### config.mk
export PLATFORM = sky130hd
export DESIGN_NAME = l1_tlb_flat
export DESIGN_NICKNAME = d
export VERILOG_FILES = /design/src/rtl/l1_tlb_pkg.sv /design/src/rtl/l1_tlb_if.sv /design/src/rtl/l1_tlb_match.sv /design/src/rtl/l1_tlb.sv /design/src/flat_wrapper.sv
export SDC_FILE = /design/constraint.sdc
export NUM_CORES = 2
export LEC_CHECK = 0
export CAP_MARGIN = 0
export CORE_MARGIN = 10
export CORE_UTILIZATION = 61
export CTS_BUF_LIST = sky130_fd_sc_hd__clkbuf_16
export DETAILED_ROUTE_END_ITERATION = 6
export PLACE_DENSITY = 0.87
export SYNTH_ARGS = -nofsm -noshare
export SYNTH_HDL_FRONTEND = slang
export SYNTH_SLANG_ARGS = --single-unit
### constraint.sdc
create_clock -name clk -period 5.8 [get_ports clk]
set_input_delay 0.87 -clock clk [delete_from_list [all_inputs] [get_ports clk]]
set_output_delay 0.87 -clock clk [all_outputs]
set_load 0.01 [all_outputs]
### src/rtl/l1_tlb_pkg.sv
// Package: tlb_pkg
// Shared types for the L1 TLB slice: walker response layout, TLB entry
// layout, page-size encodings, FSM state enum and two small helpers
// (VPN compare mask per page size, physical address composition on a hit).
package tlb_pkg;

    localparam int PA_WIDTH = 56;
    localparam int PPN_W    = PA_WIDTH - 12;

    localparam logic [1:0] PGSZ_1G = 2'd0;
    localparam logic [1:0] PGSZ_2M = 2'd1;
    localparam logic [1:0] PGSZ_4K = 2'd2;

    typedef enum logic [1:0] {
        IDLE      = 2'd0,
        WALK_REQ  = 2'd1,
        WAIT_WALK = 2'd2
    } tlb_state_t;

    typedef struct packed {
        logic [PA_WIDTH-1:0] paddr;
        logic                fault;
        logic [1:0]          pgsize;
        logic                d;
        logic                r;
        logic                w;
        logic                x;
        logic                u;
    } page_walk_rsp_t;

    typedef struct packed {
        logic             valid;
        logic [26:0]      vpn;
        logic [1:0]       pgsize;
        logic [PPN_W-1:0] ppn;
        logic             d;
        logic             r;
        logic             w;
        logic             x;
        logic             u;
    } tlb_entry_t;

    // VPN bits that take part in the compare; superpages ignore the low levels.
    function automatic logic [26:0] vpn_mask(input logic [1:0] pgsize);
        logic [26:0] m;
        case (pgsize)
            PGSZ_1G: m = 27'h7FC_0000;
            PGSZ_2M: m = 27'h7FF_FE00;
            default: m = 27'h7FF_FFFF;
        endcase
        return m;
    endfunction

    // Superpages take more of the offset from the VA than 4K pages do.
    function automatic logic [PA_WIDTH-1:0] hit_pa(input logic [PPN_W-1:0] ppn,
                                                   input logic [1:0]       pgsize,
                                                   input logic [29:0]      va_lo);
        logic [PA_WIDTH-1:0] pa;
        pa = {ppn, va_lo[11:0]};
        if (pgsize == PGSZ_2M) pa[20:0] = va_lo[20:0];
        if (pgsize == PGSZ_1G) pa[29:0] = va_lo[29:0];
        return pa;
    endfunction

endpackage

### src/rtl/l1_tlb_if.sv
// Interface: l1_tlb_if
// Bundles the client request/response channel and the page-walker channel.
//  Client request : req_valid/req_va in, req_ready out.
//  Client response: rsp_valid one-cycle pulse with rsp_hit, rsp_pa, rsp_fault
//                   and PTE permission bits (no back-pressure on responses).
//  Walker         : walk_req one-cycle pulse with walk_va held stable until
//                   walk_rsp_valid; walk_rsp carries the walk result.
// Handshake: a request transfers on a cycle where req_valid & req_ready are
// both high; req_va must be stable while req_valid is high.
// Modports: slave = the TLB, master = the client/walker side.
interface l1_tlb_if;
    import tlb_pkg::*;

    logic                req_valid;
    logic [63:0]         req_va;
    logic                req_ready;
    logic                rsp_valid;
    logic                rsp_hit;
    logic [PA_WIDTH-1:0] rsp_pa;
    logic                rsp_fault;
    logic                rsp_dirty;
    logic                rsp_readable;
    logic                rsp_writable;
    logic                rsp_executable;
    logic                rsp_user;
    logic                walk_req;
    logic [63:0]         walk_va;
    logic                walk_rsp_valid;
    page_walk_rsp_t      walk_rsp;

    modport slave (
        input  req_valid, req_va, walk_rsp_valid, walk_rsp,
        output req_ready, rsp_valid, rsp_hit, rsp_pa, rsp_fault, rsp_dirty,
               rsp_readable, rsp_writable, rsp_executable, rsp_user,
               walk_req, walk_va
    );

    modport master (
        output req_valid, req_va, walk_rsp_valid, walk_rsp,
        input  req_ready, rsp_valid, rsp_hit, rsp_pa, rsp_fault, rsp_dirty,
               rsp_readable, rsp_writable, rsp_executable, rsp_user,
               walk_req, walk_va
    );

endinterface

### src/rtl/l1_tlb_match.sv
// Module: tlb_match
// Combinational associative lookup: compares the request VPN against every
// entry using the entry's page-size mask.
//  i_valid/i_vpn/i_pgsize : per-entry tag fields
//  i_va_vpn               : va[38:12] of the request
//  i_canonical            : request VA is canonical (non-canonical never hits)
//  o_hit_vec              : one-hot hit vector
//  o_hit / o_hit_idx      : any hit, encoded index of the hitting entry
module tlb_match
    import tlb_pkg::*;
#(
    parameter int N_ENTRIES = 8
) (
    input  logic [N_ENTRIES-1:0]                 i_valid,
    input  logic [N_ENTRIES-1:0][26:0]           i_vpn,
    input  logic [N_ENTRIES-1:0][1:0]            i_pgsize,
    input  logic [26:0]                          i_va_vpn,
    input  logic                                 i_canonical,
    output logic [N_ENTRIES-1:0]                 o_hit_vec,
    output logic                                 o_hit,
    output logic [$clog2(N_ENTRIES)-1:0]         o_hit_idx
);
    localparam int IW = $clog2(N_ENTRIES);

    always_comb begin
        o_hit_vec = '0;
        o_hit_idx = '0;
        for (int i = 0; i < N_ENTRIES; i++) begin
            o_hit_vec[i] = i_valid[i] && i_canonical &&
                           (((i_vpn[i] ^ i_va_vpn) & vpn_mask(i_pgsize[i])) == 27'd0);
            // OR-encode: exact while the vector is one-hot.
            if (o_hit_vec[i]) o_hit_idx = o_hit_idx | IW'(i);
        end
        o_hit = |o_hit_vec;
    end

endmodule

### src/rtl/l1_tlb.sv
// Module: l1_tlb
// Fully associative L1 TLB in front of the page-table walker. Hits respond one
// cycle after acceptance; misses issue one walk, respond one cycle after the
// walk result, and fill a victim entry unless the walk faulted or a clear
// intervened.
// Ports:
//  clk, reset     : clock, synchronous active-high reset
//  i_clear_tlb    : invalidate all entries
//  bus            : l1_tlb_if.slave (client request/response + walker)
//  o_hit_count    : hit responses (TLB_STATS_EN), else 0
//  o_miss_count   : walk responses (TLB_STATS_EN), else 0
//  o_state        : current FSM state (debug)
// Build option: TLB_STATS_EN enables the statistics counters.
module l1_tlb
    import tlb_pkg::*;
#(
    parameter int N_ENTRIES = 8
) (
    input  logic        clk,
    input  logic        reset,
    input  logic        i_clear_tlb,
    l1_tlb_if.slave     bus,
    output logic [31:0] o_hit_count,
    output logic [31:0] o_miss_count,
    output tlb_state_t  o_state
);
    localparam int IW = $clog2(N_ENTRIES);

    tlb_entry_t [N_ENTRIES-1:0]       r_entries;
    logic [IW-1:0]                    r_rr_ptr;
    tlb_state_t                       r_state;
    tlb_state_t                       w_state_next;
    logic [63:0]                      r_va;
    logic                             r_kill;
    logic                             r_walk_req;

    logic                             r_rsp_valid, r_rsp_hit, r_rsp_fault;
    logic [PA_WIDTH-1:0]              r_rsp_pa;
    logic                             r_d, r_r, r_w, r_x, r_u;

    logic [N_ENTRIES-1:0]             w_valid;
    logic [N_ENTRIES-1:0][26:0]       w_vpn;
    logic [N_ENTRIES-1:0][1:0]        w_pgsize;
    logic [N_ENTRIES-1:0]             w_hit_vec;
    logic                             w_hit;
    logic [IW-1:0]                    w_hit_idx;
    logic                             w_canonical;
    logic                             w_accept, w_hit_rsp, w_walk_done, w_fill;
    logic [IW-1:0]                    w_victim;
    logic                             w_use_rr;
    logic                             w_unused;

    assign w_unused = ^bus.walk_rsp.paddr[11:0];

    always_comb begin
        for (int i = 0; i < N_ENTRIES; i++) begin
            w_valid[i]  = r_entries[i].valid;
            w_vpn[i]    = r_entries[i].vpn;
            w_pgsize[i] = r_entries[i].pgsize;
        end
    end

    assign w_canonical = (&bus.req_va[63:38]) | ~(|bus.req_va[63:38]);

    tlb_match #(.N_ENTRIES(N_ENTRIES)) u_match (
        .i_valid     (w_valid),
        .i_vpn       (w_vpn),
        .i_pgsize    (w_pgsize),
        .i_va_vpn    (bus.req_va[38:12]),
        .i_canonical (w_canonical),
        .o_hit_vec   (w_hit_vec),
        .o_hit       (w_hit),
        .o_hit_idx   (w_hit_idx)
    );

    assign bus.req_ready = (r_state == IDLE) && !i_clear_tlb;
    assign w_accept      = bus.req_valid && bus.req_ready;
    assign w_hit_rsp     = w_accept && w_hit;
    assign w_walk_done   = (r_state == WAIT_WALK) && bus.walk_rsp_valid;
    // A clear in the same cycle as the fill wins over the fill.
    assign w_fill        = w_walk_done && !bus.walk_rsp.fault && !r_kill && !i_clear_tlb;

    // Victim: lowest-index invalid entry, otherwise the round-robin pointer.
    always_comb begin
        w_victim = r_rr_ptr;
        w_use_rr = 1'b1;
        for (int i = N_ENTRIES - 1; i >= 0; i--) begin
            if (!r_entries[i].valid) begin
                w_victim = IW'(i);
                w_use_rr = 1'b0;
            end
        end
    end

    always_comb begin
        w_state_next = r_state;
        case (r_state)
            IDLE:      if (w_accept && !w_hit) w_state_next = WALK_REQ;
            WALK_REQ:  w_state_next = WAIT_WALK;
            WAIT_WALK: if (bus.walk_rsp_valid) w_state_next = IDLE;
            default:   w_state_next = IDLE;
        endcase
    end

    always_ff @(posedge clk) begin
        if (reset) r_state <= IDLE;
        else       r_state <= w_state_next;
    end

    always_ff @(posedge clk) begin
        if (reset) begin
            r_va       <= '0;
            r_kill     <= 1'b0;
            r_walk_req <= 1'b0;
            r_rr_ptr   <= '0;
            r_entries  <= '0;
        end else begin
            r_walk_req <= (r_state == WALK_REQ);
            if (w_accept && !w_hit) r_va <= bus.req_va;
            // Kill is sticky for the walk in flight and dropped on return to IDLE.
            if (w_walk_done)                        r_kill <= 1'b0;
            else if (i_clear_tlb && r_state != IDLE) r_kill <= 1'b1;
            if (i_clear_tlb) begin
                for (int i = 0; i < N_ENTRIES; i++) r_entries[i].valid <= 1'b0;
            end else if (w_fill) begin
                r_entries[w_victim] <= '{valid:  1'b1,
                                         vpn:    r_va[38:12],
                                         pgsize: bus.walk_rsp.pgsize,
                                         ppn:    bus.walk_rsp.paddr[PA_WIDTH-1:12],
                                         d: bus.walk_rsp.d, r: bus.walk_rsp.r,
                                         w: bus.walk_rsp.w, x: bus.walk_rsp.x,
                                         u: bus.walk_rsp.u};
                if (w_use_rr) r_rr_ptr <= r_rr_ptr + IW'(1);
            end
        end
    end

    always_ff @(posedge clk) begin
        if (reset) begin
            r_rsp_valid <= 1'b0;
            r_rsp_hit   <= 1'b0;
            r_rsp_fault <= 1'b0;
            r_rsp_pa    <= '0;
            {r_d, r_r, r_w, r_x, r_u} <= '0;
        end else begin
            r_rsp_valid <= 1'b0;
            if (w_hit_rsp) begin
                r_rsp_valid <= 1'b1;
                r_rsp_hit   <= 1'b1;
                r_rsp_fault <= 1'b0;
                r_rsp_pa    <= hit_pa(r_entries[w_hit_idx].ppn, r_entries[w_hit_idx].pgsize,
                                      bus.req_va[29:0]);
                {r_d, r_r, r_w, r_x, r_u} <= {r_entries[w_hit_idx].d, r_entries[w_hit_idx].r,
                                              r_entries[w_hit_idx].w, r_entries[w_hit_idx].x,
                                              r_entries[w_hit_idx].u};
            end else if (w_walk_done) begin
                r_rsp_valid <= 1'b1;
                r_rsp_hit   <= 1'b0;
                r_rsp_fault <= bus.walk_rsp.fault;
                r_rsp_pa    <= {bus.walk_rsp.paddr[PA_WIDTH-1:12], r_va[11:0]};
                {r_d, r_r, r_w, r_x, r_u} <= {bus.walk_rsp.d, bus.walk_rsp.r, bus.walk_rsp.w,
                                              bus.walk_rsp.x, bus.walk_rsp.u};
            end
        end
    end

`ifdef TLB_STATS_EN
    logic [31:0] r_hit_count, r_miss_count;
    always_ff @(posedge clk) begin
        if (reset) begin
            r_hit_count  <= '0;
            r_miss_count <= '0;
        end else begin
            if (w_hit_rsp)   r_hit_count  <= r_hit_count + 32'd1;
            if (w_walk_done) r_miss_count <= r_miss_count + 32'd1;
        end
    end
    assign o_hit_count  = r_hit_count;
    assign o_miss_count = r_miss_count;
`else
    assign o_hit_count  = 32'd0;
    assign o_miss_count = 32'd0;
`endif

    assign bus.rsp_valid      = r_rsp_valid;
    assign bus.rsp_hit        = r_rsp_hit;
    assign bus.rsp_pa         = r_rsp_pa;
    assign bus.rsp_fault      = r_rsp_fault;
    assign bus.rsp_dirty      = r_d;
    assign bus.rsp_readable   = r_r;
    assign bus.rsp_writable   = r_w;
    assign bus.rsp_executable = r_x;
    assign bus.rsp_user       = r_u;
    assign bus.walk_req       = r_walk_req;
    assign bus.walk_va        = r_va;
    assign o_state            = r_state;

    // Two entries matching one VA means a fill went wrong.
    a_one_hit: assert property (@(posedge clk) disable iff (reset) $onehot0(w_hit_vec));

endmodule

### src/flat_wrapper.sv
// flat-port wrapper written by rule: the top's interface ports become plain ports
module l1_tlb_flat import tlb_pkg::*;
#(
    parameter int N_ENTRIES = 8
)
  (clk, reset, i_clear_tlb, o_hit_count, o_miss_count, o_state, bus_req_valid, bus_req_va, bus_walk_rsp_valid, bus_walk_rsp, bus_req_ready, bus_rsp_valid, bus_rsp_hit, bus_rsp_pa, bus_rsp_fault, bus_rsp_dirty, bus_rsp_readable, bus_rsp_writable, bus_rsp_executable, bus_rsp_user, bus_walk_req, bus_walk_va);
  l1_tlb_if bus_i ();
  input  logic clk;
  input  logic reset;
  input  logic i_clear_tlb;
  output logic [31:0] o_hit_count;
  output logic [31:0] o_miss_count;
  output tlb_state_t o_state;
  input wire logic [$bits(bus_i.req_valid)-1:0] bus_req_valid;
  input wire logic [$bits(bus_i.req_va)-1:0] bus_req_va;
  input wire logic [$bits(bus_i.walk_rsp_valid)-1:0] bus_walk_rsp_valid;
  input wire logic [$bits(bus_i.walk_rsp)-1:0] bus_walk_rsp;
  output wire logic [$bits(bus_i.req_ready)-1:0] bus_req_ready;
  output wire logic [$bits(bus_i.rsp_valid)-1:0] bus_rsp_valid;
  output wire logic [$bits(bus_i.rsp_hit)-1:0] bus_rsp_hit;
  output wire logic [$bits(bus_i.rsp_pa)-1:0] bus_rsp_pa;
  output wire logic [$bits(bus_i.rsp_fault)-1:0] bus_rsp_fault;
  output wire logic [$bits(bus_i.rsp_dirty)-1:0] bus_rsp_dirty;
  output wire logic [$bits(bus_i.rsp_readable)-1:0] bus_rsp_readable;
  output wire logic [$bits(bus_i.rsp_writable)-1:0] bus_rsp_writable;
  output wire logic [$bits(bus_i.rsp_executable)-1:0] bus_rsp_executable;
  output wire logic [$bits(bus_i.rsp_user)-1:0] bus_rsp_user;
  output wire logic [$bits(bus_i.walk_req)-1:0] bus_walk_req;
  output wire logic [$bits(bus_i.walk_va)-1:0] bus_walk_va;
  assign bus_i.req_valid = bus_req_valid;
  assign bus_i.req_va = bus_req_va;
  assign bus_i.walk_rsp_valid = bus_walk_rsp_valid;
  assign bus_i.walk_rsp = bus_walk_rsp;
  assign bus_req_ready = bus_i.req_ready;
  assign bus_rsp_valid = bus_i.rsp_valid;
  assign bus_rsp_hit = bus_i.rsp_hit;
  assign bus_rsp_pa = bus_i.rsp_pa;
  assign bus_rsp_fault = bus_i.rsp_fault;
  assign bus_rsp_dirty = bus_i.rsp_dirty;
  assign bus_rsp_readable = bus_i.rsp_readable;
  assign bus_rsp_writable = bus_i.rsp_writable;
  assign bus_rsp_executable = bus_i.rsp_executable;
  assign bus_rsp_user = bus_i.rsp_user;
  assign bus_walk_req = bus_i.walk_req;
  assign bus_walk_va = bus_i.walk_va;
  l1_tlb #(.N_ENTRIES(N_ENTRIES)) u_core (.clk(clk), .reset(reset), .i_clear_tlb(i_clear_tlb), .bus(bus_i), .o_hit_count(o_hit_count), .o_miss_count(o_miss_count), .o_state(o_state));
endmodule
==> flow_summary.ini <==
[outcome]
outcome = complete, but fails checks
violations = DRC

[synthesis]
yosysTopAreaCell = dfxtp_1
ys.warnings.count = 0
synth_area_per_cell_um2 = 8.05
syn_area_um2 = 34400
synth_edf_count = 0
synth_area_leaders = dfxtp_1 (45%), nand2_1 (15%), mux2i_1 (12%)
synthFlopType = dfxtp_1
netlist_instances = 4278
synth.distinct_cells = 61
async_reset_ff_frac = 0
yosysSeqAreaShare = 0.446
ys_ff_latch = 767
synth_top_area_frac = 0.446

[timing]
worstMarginPinSlew_ns = 1.26
post-route-min-period_ns = 5.28
finalHoldViolCount = 0
worst_clock_skew_ns = 0.0226
period_share = 0.911
slew-limit-headroom = 0.157
finalWorstSetupSlack_ns = 0.515
final_max_slew_viol_count = 0
tns_ns = 0
rsz0062_at_grt = false
fmax_ghz = 0.189
setup_violations = 0

[clock_network]
clock_sinks = 767
cts_hold_buf = 0
clock_latency_ns = 0.65
cts_tree = done
cts_setup_buffers = 0
clk_pin_slew_worst_paths_ns = 0.06
cts-root-buf = clkbuf_16
clockBufferDepth = 3
cts_resized = 0
cts_max_level = 3
cts_made_buffers = 79

[floorplan]
die_x_um = 258
core_region_area_um2 = 56200
ios = 329
start_util = 0.613
die_area_um2 = 66300
die_y_um = 258
rows = 87

[setup_path]
rr_worst_depth = 12
ff2ff_setup_slack_ns = 1.38
r2r_start = u_core.r_entries[226]
crit_start = bus_req_va[23]
worst-setup-path-type = in2reg
worst-endpoint-arrival_ns = 5.78
endpoint_kind = flop
critPathMaxFanout = 28
required_ns = 6.30
critPathLaunchType = input pin
r2r-end = u_core.bus.rsp_pa[29]
crit_path_end = u_core.bus.rsp_pa[29]

[placement]
port_buffers = 252
dp_hpwl_um = 62100
post-place-ws_ns = 0.380
place.gp.congestion = 0.902

[hold_path]
worstHoldPathCells = 2
hp-class = reg2reg

[global_routing]
grt_usage = 0.304
grt_pass1_wl_um = 163000
grt_start_max_net_pins = 223
antenna_found_initial = 6
grt_overflow = 0
grt_pass1_vias = 29600

[finish]
layout-drive-gt1-share = 0.0488
mostFrequentLayoutCells = nand2_1 (1357), dfxtp_1 (767), a21oi_1 (639)
nets = 4419
area.growth.synth_to_final_pct = 14.0
final_common_cell = nand2_1
final_core_util = 0.699

[routing]
antenna_left = 0
drt-pass1-iter-count = 7
drt_wl_total_um = 106000
drcViolationCount = 12
wl_per_cell_um = 20.8
drt_iter0_markers = 3685
viasPerCell = 6.03
via_count = 30800

[power_and_ir_drop]
combPwrFrac = 0.054
p_int_uw = 8220
pwr-share-clk = 0.450
ir_drop_mv = 0.241
p_leak_uw = 0.0131
p_per_area_nw_per_um2 = 274
p_sw_uw = 2550
power_frac_seq = 0.496
switching_share = 0.236

[job]
maxCapViolations = 0
-- critical path: stages --
cell,delay [ns]
clkdlybuf4s50_1,0.80
xor2_1,0.30
nor4_1,0.33
nand4_1,0.36
o41ai_1,0.81
and4_1,0.42
nor3_1,0.13
and2_1,0.43
a22o_2,0.37
nor2_2,0.15
buf_12,0.20
or2_1,0.45
a211oi_1,0.14
-- synth_stat cells, types with 4 or more instances --
| library cell | count |
|---|---|
| nor3_1 | 24 |
| a211oi_1 | 44 |
| nor2_1 | 97 |
| a22oi_1 | 19 |
| buf_2 | 52 |
| nand2_1 | 1365 |
| xor2_1 | 95 |
| buf_4 | 79 |
| buf_1 | 15 |
| a31oi_1 | 8 |
| mux2i_1 | 408 |
| buf_6 | 5 |
| a21oi_1 | 639 |
| dfxtp_1 | 767 |
| nand3_1 | 10 |
| o21a_1 | 7 |
| nor4_1 | 26 |
| o21ai_0 | 23 |
| nand4_1 | 53 |
| clkbuf_1 | 303 |
| o32ai_1 | 12 |
| o41ai_1 | 4 |
| and2_1 | 11 |
| o311a_1 | 8 |
| xnor2_1 | 123 |
| and3_1 | 32 |
-- power groups by stage --
stage               Sequential [uW]  Clock [uW]  Combinational (uW)
finish                         5350        4850                 578
global route                   5350        5050                 610
CTS                            5350        4850                 564
detailed placement             5460           0                 559
global placement               5460           0                 554
floorplan                      5440           0                 361
-- how the worst min path moves through the flow --
stage                                startpoint                     to
final                     u_core.r_entries[119]  u_core.r_entries[119]
after global routing        u_core.r_entries[3]    u_core.r_entries[3]
after CTS                 u_core.r_entries[320]  u_core.r_entries[320]
after detailed placement  u_core.r_entries[403]  u_core.r_entries[403]
after global placement    u_core.r_entries[401]  u_core.r_entries[401]
after floorplan             u_core.r_entries[0]    u_core.r_entries[0]
-- sequential cells by signal (all words and copies together) (netlist names) --
signal and count:
u_core.bus.walk_va 64, u_core.r_entries 632, u_core.bus.rsp_executable 1, u_core.bus.rsp_writable 1, u_core.bus.rsp_pa 56, u_core.bus.rsp_hit 1, u_core.bus.rsp_dirty 1, u_core.bus.walk_req 1
u_core.bus.rsp_fault 1, u_core.r_rr_ptr 3, u_core.bus.rsp_readable 1, u_core.r_kill 1, u_core.o_state 2, u_core.bus.rsp_valid 1, u_core.bus.rsp_user 1
-- final cells by class --
cell class / instances / area [um2]
inverter: 3 / 11.3
antenna: 6 / 15.0
clock inverter: 58 / 429
clock buffer: 79 / 1980
multi-input combinational: 3115 / 17300
sequential: 767 / 15400
fill: 4187 / 16900
tap: 756 / 946
timing repair buffer: 319 / 3190
-- routing by layer --
metal	wire length (um)	share of wire	track usage
met5	13	0.00012	0
met4	4680	0.044	0.143
met3	12600	0.12	0.0835
met2	49100	0.46	0.483
met1	39900	0.38	0.378
-- cells by family after synthesis --
| logic type | Yosys count | synth area share |
|---|---|---|
| AND/OR/NAND/NOR | 1640 | 0.192 |
| AO/OA/AOI/OAI | 783 | 0.126 |
| flip-flops | 767 | 0.446 |
| buffers and inverters | 459 | 0.0617 |
| multiplexers | 409 | 0.119 |
| XOR/XNOR | 218 | 0.0555 |
| adder cells (fa/ha/maj) | 1 | 0.000363 |
| other | 1 | 0.000109 |
-- stage by stage --
step           instances  instance area (um2)  hold WS [ns]  total power [uW]
3_5_place_dp        4960                36800         0.446              6020
3_3_place_gp        4960                36800         0.440              6010
2_1_floorplan       4341                34700         0.436              5810
5_1_grt             5102                39200         0.466             11000
6_report            5103                39200         0.453             10800
4_1_cts             5097                39200         0.454             10800
(Power assumes the default switching activity.)
